<file path="src/rtl/cgra_mem_pkg.sv">
// cgra_mem_pkg: shared widths and the response-stage record for the scratchpad arbiter
package cgra_mem_pkg;
    localparam int NUM_PORTS  = 4;
    localparam int DATA_W     = 32;
    localparam int ADDR_W_DEF = 10;
    typedef struct packed {
        logic       valid;
        logic [1:0] port;
        logic       we;
        logic       oob;
    } stage1_t;
endpackage

</file>
<file path="src/rtl/rr_arbiter_4.sv">
// rr_arbiter_4: combinational 4-way round-robin grant starting the search at ptr
//   req : per-port request      ptr : highest-priority port
//   en  : grant permitted        gnt : one-hot grant (zero when en=0 or req=0)
module rr_arbiter_4 (
    input  logic [3:0] req,
    input  logic [1:0] ptr,
    input  logic       en,
    output logic [3:0] gnt
);
    logic [1:0] idx;
    always_comb begin
        gnt = '0;
        idx = '0;
        for (int k = 0; k < 4; k++) begin
            idx = ptr + 2'(k);
            if (en && req[idx] && gnt == '0) gnt[idx] = 1'b1;
        end
    end
endmodule

</file>
<file path="src/rtl/memory_arbiter_4port_32b.sv">
// memory_arbiter_4port_32b: 4-port round-robin front end to a single-cycle 32b scratchpad
//   req/addrN/to_memN/write_rq : upstream requests      gnt : combinational one-hot grant
//   rsp_valid/from_memN        : completion pulse and held read data, two cycles after grant
//   mem_*                      : SRAM command/read-data interface
//   oob_err                    : sticky misaligned / out-of-range flag
module memory_arbiter_4port_32b
    import cgra_mem_pkg::*;
#(
    parameter int ADDR_W = ADDR_W_DEF
) (
    input  logic                 clk,
    input  logic                 rst_n,
    input  logic [3:0]           req,
    input  logic [DATA_W-1:0]    addr0,
    input  logic [DATA_W-1:0]    addr1,
    input  logic [DATA_W-1:0]    addr2,
    input  logic [DATA_W-1:0]    addr3,
    input  logic [DATA_W-1:0]    to_mem0,
    input  logic [DATA_W-1:0]    to_mem1,
    input  logic [DATA_W-1:0]    to_mem2,
    input  logic [DATA_W-1:0]    to_mem3,
    input  logic [3:0]           write_rq,
    output logic [3:0]           gnt,
    output logic [3:0]           rsp_valid,
    output logic [DATA_W-1:0]    from_mem0,
    output logic [DATA_W-1:0]    from_mem1,
    output logic [DATA_W-1:0]    from_mem2,
    output logic [DATA_W-1:0]    from_mem3,
    output logic                 mem_en,
    output logic                 mem_we,
    output logic [ADDR_W-1:0]    mem_addr,
    output logic [DATA_W-1:0]    mem_wdata,
    input  logic [DATA_W-1:0]    mem_rdata,
    input  logic                 mem_ready,
    output logic                 oob_err
);
    logic [DATA_W-1:0] addr_a   [NUM_PORTS];
    logic [DATA_W-1:0] wdata_a  [NUM_PORTS];
    logic [DATA_W-1:0] from_mem [NUM_PORTS];
    logic [1:0]        rr_ptr;
    logic [1:0]        g;
    logic              xfer;
    logic              oob;
    stage1_t           s1;

    assign addr_a  = '{addr0, addr1, addr2, addr3};
    assign wdata_a = '{to_mem0, to_mem1, to_mem2, to_mem3};
    assign {from_mem3, from_mem2, from_mem1, from_mem0} = {from_mem[3], from_mem[2], from_mem[1], from_mem[0]};

    // Gating with rst_n keeps the SRAM idle while reset is held.
    rr_arbiter_4 u_arb (
        .req (req),
        .ptr (rr_ptr),
        .en  (rst_n & mem_ready),
        .gnt (gnt)
    );

    always_comb begin
        g = '0;
        for (int i = 0; i < NUM_PORTS; i++) if (gnt[i]) g = 2'(i);
    end

    // Out-of-range accesses still complete a transfer but never touch the SRAM.
    assign xfer      = |gnt;
    assign oob       = (|addr_a[g][1:0]) | (|addr_a[g][DATA_W-1:ADDR_W+2]);
    assign mem_en    = xfer & ~oob;
    assign mem_we    = mem_en & write_rq[g];
    assign mem_addr  = addr_a[g][ADDR_W+1:2];
    assign mem_wdata = wdata_a[g];

    // s1 lines up with the SRAM's one-cycle read latency, so mem_rdata is captured
    // alongside the stage-1 record and presented at grant+2.
    always_ff @(posedge clk) begin
        if (!rst_n) begin
            rr_ptr    <= '0;
            s1        <= '0;
            rsp_valid <= '0;
            from_mem  <= '{default: '0};
            oob_err   <= 1'b0;
        end else begin
            if (xfer) rr_ptr <= g + 2'd1;
            s1        <= '{valid: xfer, port: g, we: write_rq[g], oob: oob};
            rsp_valid <= s1.valid ? 4'b0001 << s1.port : 4'b0000;
            if (s1.valid && !s1.we) from_mem[s1.port] <= s1.oob ? '0 : mem_rdata;
            if (xfer && oob) oob_err <= 1'b1;
        end
    end
endmodule

</file>
<file path="config.mk">
export PLATFORM = sky130hd
export DESIGN_NAME = memory_arbiter_4port_32b
export DESIGN_NICKNAME = d
export VERILOG_FILES = /design/src/rtl/cgra_mem_pkg.sv /design/src/rtl/rr_arbiter_4.sv /design/src/rtl/memory_arbiter_4port_32b.sv
export SDC_FILE = /design/constraint.sdc
export NUM_CORES = 1
export LEC_CHECK = 0
export BUFFER_PORTS_ARGS = -buffer_cell sky130_fd_sc_hd__buf_2
export CAP_MARGIN = 10
export CORE_AREA = 2 2 184 186
export CTS_BUF_LIST = sky130_fd_sc_hd__clkbuf_4 sky130_fd_sc_hd__clkbuf_8
export DETAILED_ROUTE_END_ITERATION = 8
export DIE_AREA = 0 0 186 188
export GPL_TIMING_DRIVEN = 0
export PLACE_DENSITY = 0.58
export SYNTH_ARGS = -nofsm -noshare
export SYNTH_HDL_FRONTEND = slang
export SYNTH_SLANG_ARGS = --single-unit
export TNS_END_PERCENT = 1
</file>
<file path="constraint.sdc">
create_clock -name clk -period 4.46 [get_ports clk]
set_input_delay 0 -clock clk [delete_from_list [all_inputs] [get_ports clk]]
set_output_delay 0 -clock clk [all_outputs]
set_load 0.1 [all_outputs]
</file>
* After elaboration in Yosys (flattened, before gate mapping) *
Index checks and enable logic that the tools add are counted.

storage, ports and cells
  flip-flop bits (word level) = 140
  latch bits = 0
  bits in writable memories = 0
  bits in read-only memories = 0
  input bits = 299
  output and inout port bits = 181
  word-level logic and storage cells = 95
  memories kept = 0

operators by class
  add/sub/neg operators = 4
  multiply operators = 0
  div/mod/pow operators = 0
  $lt $le $gt $ge = 12
  equality and inequality tests = 0
  shifts and indexed selects = 1
  multiplexer cells = 35
  bitwise operators = 10
  reduce and logical (&&, ||, !) cells = 22

operators with widths
  kind                   count
  $mux W32               6
  $bmux W32 S2           2
  $bwmux W128            1
  $demux W32 S2          1
  $reduce_or A20 Y1      1
  $mux W4                4
  $lt A2 B3 Y1 const B   5
  $logic_and A1 B1 Y1    14
  $logic_not A4 Y1       3
  $or A4 B4 Y4           3
  $bmux W1 S2            5
  $mux W1                10
  $demux W1 S2           4
  $ge A2 B1 Y1 const B   4
  $ge A3 B3 Y1 const B   2
  $not A2 Y3             2
  $add A2 B1 Y2 const B  2
  $add A2 B2 Y2 const B  2
  $mux W2                2
  $reduce_or A4 Y1       1
  $shl A1 B2 Y4 const A  1
  $and A1 B1 Y1          3
  $lt A3 B1 Y1 const B   1
  $reduce_and A2 Y1      1
  other kinds (4)        4

* Depth between registers and ports, before layout *
  word-level depth = 26
  mapped depth = 12
  gate-level depth less buffers = 11

* Modules after synthesis *
A second synthesis with hierarchy kept.

unflattened totals
  cell total of the unflattened synthesis = 899
  area total of the unflattened synthesis = 7028.0 um^2

by module, submodules not included
  module                    instances  cells each  area an instance (um^2)  seq. area each (um^2)
  memory_arbiter_4port_32b  1          833         6448.7                   2802.7
  rr_arbiter_4              1          66          579.3                    0.0

* Worst setup path after synthesis *
No wires, ideal clock.

  path type = register -> output
  start = register rr_ptr[1]
  end = output mem_wdata[31]
  arrival = 5372 ps
  data required time = 4460 ps
  path slack = -912 ps
  cell stages (with the launch flop) = 11
  path buffers = 0
  cell sequence = dfxtp_1 inv_1 ha_1 mux2i_1 o22ai_2 a32o_1 a31oi_4 a41oi_2 inv_1 o22ai_1 a211oi_1

between the ends
  longest elaborated chain between the ends = 21

ends and longest elaborated chain
  item                                                   line                            RTL
  from (decl)                                            memory_arbiter_4port_32b.sv:40  logic [1:0] rr_ptr;
  from (signal assigned)                                 memory_arbiter_4port_32b.sv:81  if (xfer) rr_ptr <= g + 2'd1;
  branches (longest 13 deep; another with $lt A2 B3 Y1)  --
  $mux W4 *                                              rr_arbiter_4.sv:16              if (en && req[idx] && gnt == '0) gnt[idx] = 1'b1;
  via gnt[1]                                             memory_arbiter_4port_32b.sv:23  output logic [3:0] gnt,
  $mux W1 *                                              memory_arbiter_4port_32b.sv:60  for (int i = 0; i < NUM_PORTS; i++) if (gnt[i]) g = 2'(i);
  $mux W2 * (2 in a row)                                 memory_arbiter_4port_32b.sv:60
  $not A2 Y3 (implied by the code) *                     memory_arbiter_4port_32b.sv:69  assign mem_wdata = wdata_a[g];
  $bmux W32 S2 *                                         memory_arbiter_4port_32b.sv:69
  $mux W32 (implied by the code) * (2 in a row)          memory_arbiter_4port_32b.sv:69
  to (decl)                                              memory_arbiter_4port_32b.sv:32  output logic [DATA_W-1:0] mem_wdata,

Mark *: on every way through the listed nets, which the timed path passes. The select of a mux whose other input is x is not followed.

* Final worst setup path *
  start = register rr_ptr[1]
  end = output mem_wdata[1]

between the ends
  longest elaborated chain between the ends = 21

ends and longest elaborated chain
  item                                                   line
  branches (longest 13 deep; another with $lt A2 B3 Y1)  --
  $mux W4 *                                              rr_arbiter_4.sv:16
  $mux W1                                                memory_arbiter_4port_32b.sv:60
  $mux W2                                                memory_arbiter_4port_32b.sv:60
  $mux W2 *                                              memory_arbiter_4port_32b.sv:60
  $not A2 Y3 (implied by the code) *                     memory_arbiter_4port_32b.sv:69
  $bmux W32 S2 *                                         memory_arbiter_4port_32b.sv:69
  $mux W32 (implied by the code) * (2 in a row)          memory_arbiter_4port_32b.sv:69

Mark *: on every way between the ends. The select of a mux whose other input is x is not followed.

==> flow_metrics.py <==
metrics = {
    "power": {
        "internal_power_mw": 3.139,
        "p_seq_share_pct": 18.2,
        "clock_power_share_pct": 12.6,
        "powerDensity_mw_per_mm2": 681.3,
        "p_comb_share_pct": 69.2,
        "p_sw_mw": 4.589,
        "power_mw": 7.728,
        "power_switching_share_pct": 59.38,
        "ir_drop_uv": 1125,
        "cellLeakagePower_nw": 4.852,
    },
    "worst_setup_path": {
        "crit_chain": "inv_1, ha_1, mux2i_1, o22ai_2, and2_1, a221oi_4, a41oi_4, inv_6, buf_2, nand2_1, a2bb2oi_2, buf_6",
        "critPathKind": "flip-flop to output pin",
        "cpMaxStageDelayCell": "dfxtp_2",
        "rrSetupSlack_ns": 0.92,
        "crit-reg2reg-launch": "rr_ptr[1]$_SDFFE_PN0N_",
        "r2r-end": "rr_ptr[0]$_SDFFE_PN0N_",
        "required_ns": 4.46,
        "end_kind": "output pin",
        "cp_slowest_stage_delay_ns": 0.46,
        "cp_max_fo": 11,
        "arrival_ns": 4.31,
        "reg2regPathDepth": 10,
        "cp_top_family": "compound AO/OA/AOI/OAI gates",
        "startpoint_type": "flip-flop",
        "crit_buf_inv": 4,
    },
    "timing": {
        "max_freq_ghz": 0.2319,
        "fin_ws_ns": 0.1482,
        "slew_headroom_pct": 36.21,
        "setup_tns_ns": 0,
        "worstMarginPinSlew_ns": 0.9496,
        "fin_crit_sh_pct": 96.68,
        "finalMaxSlewViolations": 0,
        "timing.final.hold_violations": 0,
        "layout_min_cycle_time_ns": 4.312,
        "finalSetupViolations": 0,
        "skew_ns": 0.01065,
        "rsz0062_at_grt": "true",
    },
    "finish": {
        "fin_cells": 1919,
        "syn_to_final_growth_pct": 51.45,
        "drive_gt1_share_pct": 41.98,
        "layout_commonest_cell": "buf_2",
        "nets": 1758,
        "fill_cells": 3606,
        "layout_common_cells": "buf_2, nand2_1, dfxtp_1",
        "utilization_pct": 34.26,
    },
    "die": {
        "rows": 67,
        "coreArea_sq_mm": 0.03311,
        "die_h_um": 188,
        "start_util_pct": 22.62,
        "fp.dieArea_sq_mm": 0.03497,
        "die_x_um": 186,
        "io-pin-count": 480,
    },
    "min_path": {
        "hold_class": "primary input to flip-flop",
        "hold-path-endpoint": "s1[1]$_SDFF_PN0_",
        "hold_start": "write_rq[3]",
        "holdPathStages": 4,
    },
    "route": {
        "routed_wl_mm": 36.55,
        "routed_via_density": 4.633,
        "postRouteAntennaNets": 0,
        "via_count": 8891,
        "first_iter_violations": 430,
        "drt_first_pass_iters": 5,
        "wl_per_cell_um": 19.05,
        "drc_errors": 0,
    },
    "global_routing": {
        "gr-usage-all-layers_pct": 20.12,
        "antenna_found_initial": 7,
        "grt_max_degree": 17,
        "overflow": 0,
        "grt_pass1_wl_mm": 52.32,
        "grt_pass1_vias": 8588,
    },
    "yosys": {
        "synth_area_leader_cell": "dfxtp_1",
        "synth-async-reset-ratio_pct": 0,
        "ys_ff_latch": 140,
        "synth_area_sq_mm": 0.007490,
        "avgSynthCellArea_sq_um": 8.123,
        "synth-main-ff-cell": "dfxtp_1",
        "seq_area_frac_synth_pct": 37.42,
        "yosysWarnings": 0,
        "syn-num-nets": 1228,
        "synth_cell_type_count": 66,
        "netlist_top_cells_area": "dfxtp_1, nand2_1, a21oi_1, a2bb2oi_2, o221ai_1",
        "synth_top_area_share_pct": 37.42,
        "synthCells": 922,
        "synth_edf_count": 0,
    },
    "clock_tree": {
        "clk_latency_ns": 0.46,
        "cts_max_level": 4,
        "cts_buffers": 17,
        "cts_max_path_buffers": 2,
        "cts_tree": "built",
        "clockRootBuffer": "clkbuf_8",
        "clk_pin_slew_ns": 0.08,
        "clkSinkCount": 140,
    },
    "flow_run": {
        "max_cap_viol_count": 0,
    },
    "place": {
        "dp_slack_ns": -0.1486,
        "gp_congestion": 0.9183,
        "post-place-cells": 1848,
        "portBuffers": 478,
        "dp_hpwl_mm": 29.62,
    },
    "run_status": {
        "status": "complete, no violations",
    },
}
-- metrics by stage --
step,hold WS [ns],cell area [sq um]
final,0.02709,11340
after global routing,0.02800,11340
after CTS,0.009728,11210
after detailed placement,0.4305,10450
after global placement,0.4160,10450
after floorplan,0.2936,7495
-- Yosys cell counts (3+ instances only) --
cell type    n
nand2_1    310
dfxtp_1    140
a21oi_1    134
clkbuf_1    51
a2bb2oi_2   40
nor2b_1     34
o221ai_1    32
nor4_1      19
nor2_1      12
buf_2       11
o221ai_2    10
inv_1        8
and2_1       7
ha_1         7
nand2b_1     7
nand3_1      7
nand4_1      6
mux2i_1      5
nor3_1       5
or2_2        5
buf_12       4
or4_1        4
a31oi_4      3
nor3b_2      3
o21a_1       3
or2b_1       3
or3_1        3
-- metal layers --
metal  vias to the layer above  routed length, um  GRT usage (%)
met4                         0                939          5.815
met3                        38               2191          4.020
met1                      4187              14310          23.04
li1                       4322                  -              -
met2                       344              19110          37.25
met5                         -                  0              0
-- cells by family after synthesis --
| family | count (synthesis) | synth area share, % |
|---|---|---|
| DFF | 140 | 37.42 |
| buffers and inverters | 79 | 5.112 |
| muxes | 12 | 2.422 |
| AOI/OAI and AO/OA | 253 | 28.15 |
| adders and majority gates | 7 | 1.169 |
| and+or+nand+nor | 431 | 25.73 |
-- state kept, by name, indices dropped and copies added, names as in the netlist --
register and flops:
from_mem0 32, from_mem1 32, from_mem2 32, from_mem3 32
s1 5, rsp_valid 4, rr_ptr 2, oob_err 1
-- power groups by stage --
stage	Sequential, mW	Combinational, mW	Clock [mW]
floorplan	1.89	3.58	0
global placement	1.43	5.11	0
detailed placement	1.44	5.12	0
CTS	1.41	5.28	0.997
global route	1.42	5.58	1.05
finish	1.41	5.34	0.976
-- worst max path at each step --
stage	startpoint	to	slack, ns	depth (start not counted)
after floorplan	rr_ptr[1]$_SDFFE_PN0N_	mem_wdata[31]	0.03	10
after global placement	rr_ptr[1]$_SDFFE_PN0N_	mem_wdata[1]	-0.12	12
after detailed placement	rr_ptr[1]$_SDFFE_PN0N_	mem_wdata[1]	-0.15	12
after CTS	rr_ptr[1]$_SDFFE_PN0N_	mem_en	-0.03	10
after global routing	rr_ptr[1]$_SDFFE_PN0N_	mem_wdata[1]	-0.06	12
final	rr_ptr[1]$_SDFFE_PN0N_	mem_wdata[1]	0.15	12
-- worst min-delay path, stage by stage --
cell and delay (ns):
buf_2 0.08, o32ai_1 0.06, a21o_1 0.21, nor2_1 0.09
-- area by class of cell --
cell class	instances	area, sq um	area share [%]
Sequential cell	140	2804	24.72
Timing Repair Buffer	511	2870	25.30
Antenna cell	6	15.01	0.1324
Clock inverter	13	117.6	1.037
Tap cell	448	560.5	4.942
Buffer	68	360.3	3.177
Multi-Input combinational cell	703	4320	38.09
Inverter	11	46.29	0.4081
Clock buffer	19	249.0	2.195
-- timing repair --
action,in CTS,in global routing
hold buffers,31,0
pin swaps,1,3
resized for setup,38,41
setup buffers,0,2
endpoints found under the setup margin,44,43
endpoints found under the hold margin,112,0
Power figures use the tool's default switching activity.
